[config.mk]
export PLATFORM = sky130hd
export DESIGN_NAME = bypass_ctrl
export DESIGN_NICKNAME = d
export VERILOG_FILES = /design/src/rtl/bypass_ctrl.sv
export SDC_FILE = /design/constraint.sdc
export NUM_CORES = 1
export LEC_CHECK = 0
export BUFFER_PORTS_ARGS = -buffer_cell sky130_fd_sc_hd__buf_2
export CAP_MARGIN = 15
export CORE_ASPECT_RATIO = 1.75
export CORE_MARGIN = 5
export CORE_UTILIZATION = 38
export DETAILED_ROUTE_END_ITERATION = 6
export GPL_TIMING_DRIVEN = 0
export PLACE_DENSITY = 0.64
export SYNTH_ARGS = -nofsm -noshare
export SYNTH_HDL_FRONTEND = slang
export SYNTH_SLANG_ARGS = --single-unit
[constraint.sdc]
create_clock -name clk -period 4.1 [get_ports clk]
set_clock_uncertainty 0.15 [all_clocks]
set_input_delay 0 -clock clk [delete_from_list [all_inputs] [get_ports clk]]
set_output_delay 0 -clock clk [all_outputs]
set_load 0.1 [all_outputs]
[src/rtl/bypass_ctrl.sv]
// bypass_ctrl: ID-stage forwarding select generation, load-use bubble insertion and pipeline stall/flush control.
module bypass_ctrl #(
  parameter int RF_ADDR_W = 4,
  parameter int CNT_W     = 16
) (
  input  logic                 clk,
  input  logic                 rst,
  input  logic [RF_ADDR_W-1:0] p0_addr,
  input  logic [RF_ADDR_W-1:0] p1_addr,
  input  logic                 re0,
  input  logic                 re1,
  input  logic [RF_ADDR_W-1:0] dst_addr_ID,
  input  logic                 we_rf_ID,
  input  logic                 mem_rd_ID,
  input  logic                 flush,
  input  logic                 stall_ext,
  output logic                 byp0_EX,
  output logic                 byp0_DM,
  output logic                 byp1_EX,
  output logic                 byp1_DM,
  output logic                 stall_IM_ID,
  output logic                 stall_ID_EX,
  output logic                 stall_EX_DM,
  output logic                 bubble_ID_EX,
  output logic [CNT_W-1:0]     lu_cnt
);
  logic                 v_ex_q, v_ex_d, we_ex_q, we_ex_d, ld_ex_q, ld_ex_d;
  logic [RF_ADDR_W-1:0] dst_ex_q, dst_ex_d;
  logic                 v_dm_q, v_dm_d, we_dm_q, we_dm_d;
  logic [RF_ADDR_W-1:0] dst_dm_q, dst_dm_d;
  logic [3:0]           byp_q, byp_d, byp_nx;
  logic [CNT_W-1:0]     lu_cnt_q, lu_cnt_d;
  logic                 m0_ex, m1_ex, m0_dm, m1_dm, lu, b0e, b1e;
  assign m0_ex = v_ex_q & we_ex_q & (dst_ex_q == p0_addr) & (p0_addr != '0);
  assign m1_ex = v_ex_q & we_ex_q & (dst_ex_q == p1_addr) & (p1_addr != '0);
  assign m0_dm = v_dm_q & we_dm_q & (dst_dm_q == p0_addr) & (p0_addr != '0);
  assign m1_dm = v_dm_q & we_dm_q & (dst_dm_q == p1_addr) & (p1_addr != '0);
  // A killed instruction in ID never causes a load-use stall.
  assign lu  = ~flush & ld_ex_q & ((re0 & m0_ex) | (re1 & m1_ex));
  assign b0e = re0 & m0_ex & ~ld_ex_q;
  assign b1e = re1 & m1_ex & ~ld_ex_q;
  // EX wins over DM: it holds the most recent producer.
  assign byp_nx = {b0e, re0 & m0_dm & ~b0e, b1e, re1 & m1_dm & ~b1e};
  assign stall_IM_ID  = stall_ext | lu;
  assign stall_ID_EX  = stall_ext;
  assign stall_EX_DM  = stall_ext;
  assign bubble_ID_EX = ~stall_ext & (lu | flush);
  assign {byp0_EX, byp0_DM, byp1_EX, byp1_DM} = byp_q;
  assign lu_cnt = lu_cnt_q;
  always_comb begin
    v_dm_d   = stall_ext ? v_dm_q   : v_ex_q;
    we_dm_d  = stall_ext ? we_dm_q  : we_ex_q;
    dst_dm_d = stall_ext ? dst_dm_q : dst_ex_q;
    v_ex_d   = stall_ext ? v_ex_q   : ~bubble_ID_EX;
    we_ex_d  = stall_ext ? we_ex_q  : we_rf_ID & ~bubble_ID_EX;
    ld_ex_d  = stall_ext ? ld_ex_q  : mem_rd_ID & ~bubble_ID_EX;
    dst_ex_d = stall_ext ? dst_ex_q : (bubble_ID_EX ? '0 : dst_addr_ID);
    byp_d    = stall_ext ? byp_q    : (bubble_ID_EX ? '0 : byp_nx);
    lu_cnt_d = (lu & ~stall_ext & ~&lu_cnt_q) ? lu_cnt_q + CNT_W'(1) : lu_cnt_q;
  end
  always_ff @(posedge clk) begin
    if (rst) begin
      v_ex_q   <= 1'b0;
      we_ex_q  <= 1'b0;
      ld_ex_q  <= 1'b0;
      dst_ex_q <= '0;
      v_dm_q   <= 1'b0;
      we_dm_q  <= 1'b0;
      dst_dm_q <= '0;
      byp_q    <= '0;
      lu_cnt_q <= '0;
    end else begin
      v_ex_q   <= v_ex_d;
      we_ex_q  <= we_ex_d;
      ld_ex_q  <= ld_ex_d;
      dst_ex_q <= dst_ex_d;
      v_dm_q   <= v_dm_d;
      we_dm_q  <= we_dm_d;
      dst_dm_q <= dst_dm_d;
      byp_q    <= byp_d;
      lu_cnt_q <= lu_cnt_d;
    end
  end
endmodule

==> impl_metrics.toml, run 1 <==
[synth]
yosysWarnings = 0
ys_seq_area_frac = 0.375
synth_flop_cell = "dfxtp_1"
synth_compound_area_frac = 0.193
syn_inst = 196
yosysUniqueCellTypes = 41
synth_adder_area_share = 0.00711
synth_nets = 217
synth_area_sq_um = 1760
synth_edf_count = 0
synth_area_per_cell_sq_um = 8.98
synth_xor_xnor_area_share = 0.0796
synth_top_family_by_area = "simple AND/OR/NAND/NOR gates"
async_flop_share = 0
muxShareOfSynthArea = 0.0590
synthSimpleGateAreaFrac = 0.242
synth_seq_cells = 33

[worst_setup_path]
crit_chain = "and3_4 > or4b_1 > a2bb2oi_2 > buf_6 > nor4_1 > mux2_2"
cp-end-kind = "flop"
crit_slowest_cell = "or4b_1"
critPathArrivalTime_ns = 2.57
cpPeakStageDelay_ns = 0.45
cpLargestDelayFamily = "simple AND/OR/NAND/NOR gates"
path_class = "reg -> reg"
path_buf_inv = 1
crit_fanout = 10
cp-start-kind = "flop"
required_ns = 4.12

[floorplan]
die_area_sq_um = 6150
die_width_um = 61.5
start_util = 0.396
die_h_um = 100
design.core.area_sq_um = 4440
rows = 32
ioPinCount = 44

[sta]
tns_ns = 0
tightest_slew_ns = 0.746
worst_slack_ns = 1.55
drv_slew = 0
maxSlewHeadroom = 0.496
finalCriticalPeriod_ns = 2.55
setup_violations = 0
rsz0062_at_grt = "no"
hold_viol = 0
fmax_ghz = 0.392
fin_crit_sh = 0.622

[route]
dr_total_vias = 1688
viasPerCell = 5.55
firstDrtPassIters = 4
drc = 0
routedWlPerCell_um = 15.5
routed_wl_um = 4700
antenna_left = 0
drt_iter0_drc = 72

[hold_path]
min_path_type = "in -> reg"

[cts]
cts_sinks = 33
cts.clk_slew.worst_paths_ns = 0.07
htree_levels = 2
cts-buffers-inserted = 5
insertion_delay_ns = 0.28
tritoncts = "built"
clock_path_buffers = 2
cts_root_buffer = "clkbuf_8"

[final_layout]
drive_above_1_share = 0.245
final_cell_mix = "buf_2, dfxtp_1, nand2_1"
final_common_cell = "buf_2"
fin_util = 0.500
final_cell_count_no_fill = 304
diodes = 0
syn_to_final_growth_pct = 26.2
nets = 273

[power]
ir_drop_mv = 0.225
power.internal_mw = 0.552
swShare = 0.235
finalPower_mw = 0.722
p_switching_mw = 0.170
powerDensity_nw_per_um2 = 325
power_frac_comb = 0.107
p_leak_nw = 0.876
power_frac_seq = 0.456
pwr-share-clk = 0.437

[run_status]
status = "complete, no violations"

[global_route]
antenna_found_initial = 0
grt_max_degree = 11
grt_overflow = 0
grt_first_pass_wirelength_um = 7590
grt.total_usage = 0.163
grt_pass1_vias = 1600

[placed_design]
placed_cells = 289
gp_congestion = 0.883
pre_cts_ws_ns = 1.60
dp_hpwl_um = 3490
io_buffers = 42

[flow_run]
maxCapViolCount = 0
## flip-flops by register name, summed over array words and instances (netlist names), 4 cells and up
name and cells:
dst_dm_q 4, dst_ex_q 4, byp_q 4, lu_cnt 16
## final cells by class
| type | count | area, sq um |
|---|---|---|
| fill | 449 | 2220 |
| multi-input combinational | 147 | 1020 |
| sequential | 33 | 661 |
| timing repair buffer | 49 | 280 |
| clock buffer | 7 | 86.3 |
| tap | 51 | 63.8 |
| buffer | 11 | 58.8 |
| clock inverter | 1 | 30.0 |
| inverter | 5 | 18.8 |
## cells by family after synthesis
group / Yosys count
AOI/OAI and AO/OA: 44
and+or+nand+nor: 76
adders and majority gates: 1
xor gates and xnor gates: 16
buffers and inverters: 16
muxes: 10
DFF: 33
## Yosys cell counts, drive strengths merged, types with 3 or more instances
master / number / area, sq um
nor4: 8 / 65.1
o31ai: 8 / 60.1
dfxtp: 33 / 661
a21oi: 14 / 70.1
inv: 5 / 18.8
or3: 5 / 31.3
mux2i: 7 / 70.1
or4: 9 / 67.6
nand3: 6 / 30.0
nand2: 16 / 60.1
and3: 4 / 30.0
xnor2: 8 / 70.1
xor2: 8 / 70.1
nor2: 15 / 56.3
mux2: 3 / 33.8
nand4: 4 / 25.0
nor2b: 4 / 25.0
a22o: 8 / 70.1
buf: 7 / 43.8
clkbuf: 4 / 15.0
## layer usage
metal,global-route usage,up-vias,share of wire
met2,0.294,44,0.54
li1,-,842,-
met4,0.0670,0,0.022
met3,0.0296,10,0.042
met1,0.177,792,0.39
met5,0,-,0
## timing repair
item | in CTS | in global routing
resized for setup | 0 | 0
hold endpoints to repair | 7 | 0
setup buffers | 0 | 0
hold buffers | 7 | 0
## per-stage QoR
step | hold slack (ns) | cell area, sq um
6_report | 0.0667 | 2220
3_5_place_dp | 0.0641 | 2030
4_1_cts | 0.0567 | 2220
5_1_grt | 0.127 | 2220
2_1_floorplan | -0.0243 | 1760
3_3_place_gp | 0.0619 | 2030
## worst min-delay path, cell delays in order
cell and delay [ns]:
clkbuf_1 0.21, mux2i_1 0.17, nor2_1 0.07
## power by group through the flow
| stage | registers, mW | clock network (mW) | logic (mW) |
|---|---|---|---|
| 6_report | 0.330 | 0.315 | 0.0774 |
| 4_1_cts | 0.329 | 0.326 | 0.0781 |
| 2_1_floorplan | 0.336 | 0 | 0.0497 |
| 5_1_grt | 0.330 | 0.340 | 0.0837 |
| 3_3_place_gp | 0.337 | 0 | 0.0723 |
| 3_5_place_dp | 0.337 | 0 | 0.0726 |
## final timing paths
kind | slack [ns] | endpoint | from | cells past startpoint
worst max register to register | 1.55 | lu_cnt[12]$_SDFFE_PP0P_ | ld_ex_q$_SDFFE_PP0N_ | 6
worst max-delay path | 1.55 | lu_cnt[12]$_SDFFE_PP0P_ | ld_ex_q$_SDFFE_PP0N_ | 6
worst min-delay path | 0.07 | dst_dm_q[3]$_SDFFE_PP0N_ | stall_ext | 3
worst min register to register | 0.31 | byp_q[3]$_SDFFE_PP0N_ | byp_q[3]$_SDFFE_PP0N_ | 2
Power figures use the tool's default switching activity.
==> run 2, diff against run 1 <==
==> constraint.sdc (replaced) <==
create_clock -name clk -period 2.5 [get_ports clk]
set_clock_uncertainty 0.15 [all_clocks]
set_input_delay 0 -clock clk [delete_from_list [all_inputs] [get_ports clk]]
set_output_delay 0 -clock clk [all_outputs]
set_load 0.1 [all_outputs]
==> run 2 against run 1 <==
Net effect: worst setup slack worse by 1.4 ns; clock power grew 43%; first-iteration DRC count is 63% lower; largest cell class unchanged; highest routed layer unchanged.
==> impl_metrics.toml, run 2 (synthesized netlist as in run 1, its figures left out) <==
[cts]
tritoncts = "built"
cts.clk_slew.worst_paths_ns = 0.07
htree_levels = 2
insertion_delay_ns = 0.28
cts_sinks = 33
cts-buffers-inserted = 5
post-cts-setup-buffers = 0
clock_path_buffers = 2
cts_root_buffer = "clkbuf_8"

[hold_path]
min_path_type = "in -> reg"

[global_route]
grt_pass1_vias = 1657
antenna_found_initial = 0
grt.total_usage = 0.164
busiest_layer = "met2"
use_met1 = 0.169
grt_overflow = 0
grt_first_pass_wirelength_um = 7560
grt.met2_usage = 0.303
grt_util_met3 = 0.0296
grt_max_degree = 11

[final_layout]
drive_above_1_share = 0.324
diodes = 0
syn_to_final_growth_pct = 27.4
regArea_sq_um = 679
largest_reg_flops = 16
multi_input_area_sq_um = 1040
n_fill_cell = 412
final_common_cell = "buf_2"
final_cell_mix = "buf_2, dfxtp_1, nand2_1"
nets = 273

[worst_setup_path]
crit_path_end = "bubble_ID_EX"
crit_slowest_cell = "dfxtp_1"
crit_fanout = 4
crit_chain = "xnor2_1 > nand4_1 > a2bb2o_1 > nand2_1 > a21oi_2 > buf_2"
cpLargestDelayFamily = "compound AO/OA/AOI/OAI gates"
crit_cells = 6
critPathArrivalTime_ns = 2.24
cpPeakStageDelay_ns = 0.45
cp-start-kind = "flop"
rr_startpoint = "we_ex_q$_SDFFE_PP0N_"
r2r_cells = 6
path_buf_inv = 1
cp-end-kind = "output port"
startpoint = "dst_ex_q[1]$_SDFFE_PP0N_"
path_class = "reg -> out"
worst-r2r-setup-slack_ns = 0.11
required_ns = 2.35
worst_r2r_endpoint = "lu_cnt[8]$_SDFFE_PP0P_"

[sta]
holdWs_ns = 0.0640
drv_slew = 0
fmax_ghz = 0.418
maxSlewHeadroom = 0.518
hold_viol = 0
tightest_slew_ns = 0.713
fin_crit_sh = 0.957
setup_violations = 0
rsz0062_at_grt = "no"
finalCriticalPeriod_ns = 2.39
worst_slack_ns = 0.108

[floorplan]
ioPinCount = 44
rows = 32
die_area_sq_um = 6150
design.core.area_sq_um = 4440
die_h_um = 100
start_util = 0.396
die_width_um = 61.5

[route]
viasPerCell = 5.39
antenna_left = 0
dr_total_vias = 1638
drt_iter0_drc = 27
firstDrtPassIters = 4
routedWlPerCell_um = 15.8
drc = 0
routed_wl_um = 4790

[power]
power.internal_mw = 0.830
pwr-share-clk = 0.403
power_frac_comb = 0.113
p_leak_nw = 0.883
p_switching_mw = 0.289
ir_drop_mv = 0.336
swShare = 0.258
powerDensity_nw_per_um2 = 499
power_frac_seq = 0.483

[placed_design]
pre_cts_ws_ns = 0.0544
io_buffers = 42
dp_hpwl_um = 3550
gp_congestion = 0.845

[run_status]
status = "complete, no violations"

[flow_run]
maxCapViolCount = 0
## run 2: area by class of cell
cell class                      instances  area share
Buffer                                 11      0.0262
Multi-Input combinational cell        147       0.464
Sequential cell                        33       0.303
Clock inverter                          1     0.00223
Tap cell                               51      0.0284
Clock buffer                            7      0.0429
Timing Repair Buffer                   49       0.125
Inverter                                5     0.00837
## run 2: per-layer routing
metal	wire length (um)	share of wire
met4	91	0.019
met5	0	0
met2	2570	0.54
met1	1910	0.40
met3	218	0.046
## run 2: power groups by stage
| stage | registers, mW | logic [mW] | clock network, mW |
|---|---|---|---|
| after floorplan | 0.550 | 0.0823 | 0 |
| after global placement | 0.553 | 0.118 | 0 |
| after detailed placement | 0.553 | 0.119 | 0 |
| after CTS | 0.541 | 0.128 | 0.461 |
| after global routing | 0.541 | 0.137 | 0.484 |
| final | 0.541 | 0.127 | 0.451 |
## run 2: how the worst min path moves through the flow
stage	start	to	slack (ns)	cells past startpoint
finish	re1	byp_q[1]$_SDFFE_PP0N_	0.06	5
CTS	re1	byp_q[1]$_SDFFE_PP0N_	0.05	5
floorplan	dst_addr_ID[0]	dst_ex_q[0]$_SDFFE_PP0N_	-0.02	1
detailed placement	dst_addr_ID[1]	dst_ex_q[1]$_SDFFE_PP0N_	0.06	2
global placement	dst_addr_ID[2]	dst_ex_q[2]$_SDFFE_PP0N_	0.06	2
global route	re1	byp_q[1]$_SDFFE_PP0N_	0.09	5
## run 2: timing repair
action | 4_1_cts | 5_1_grt
gates resized for setup | 0 | 3
endpoints found under the hold margin | 7 | 0
endpoints found under the setup margin | 0 | 2
hold buffers | 7 | 0
## run 2: stage by stage
step	power [mW]	cells	cell area (sq um)	util	setup TNS [ns]
after global routing	1.16	304	2240	0.505	0
after global placement	0.671	289	2060	0.463	0
after detailed placement	0.672	289	2060	0.463	0
final	1.12	304	2240	0.505	0
after floorplan	0.632	196	1790	-	-0.0461
after CTS	1.13	304	2230	0.502	0
## run 2: worst min-delay path, stage by stage
cell and delay (ns):
buf_2 0.10, o41ai_1 0.13, nor4_1 0.07, a21oi_1 0.11, nor2_1 0.05
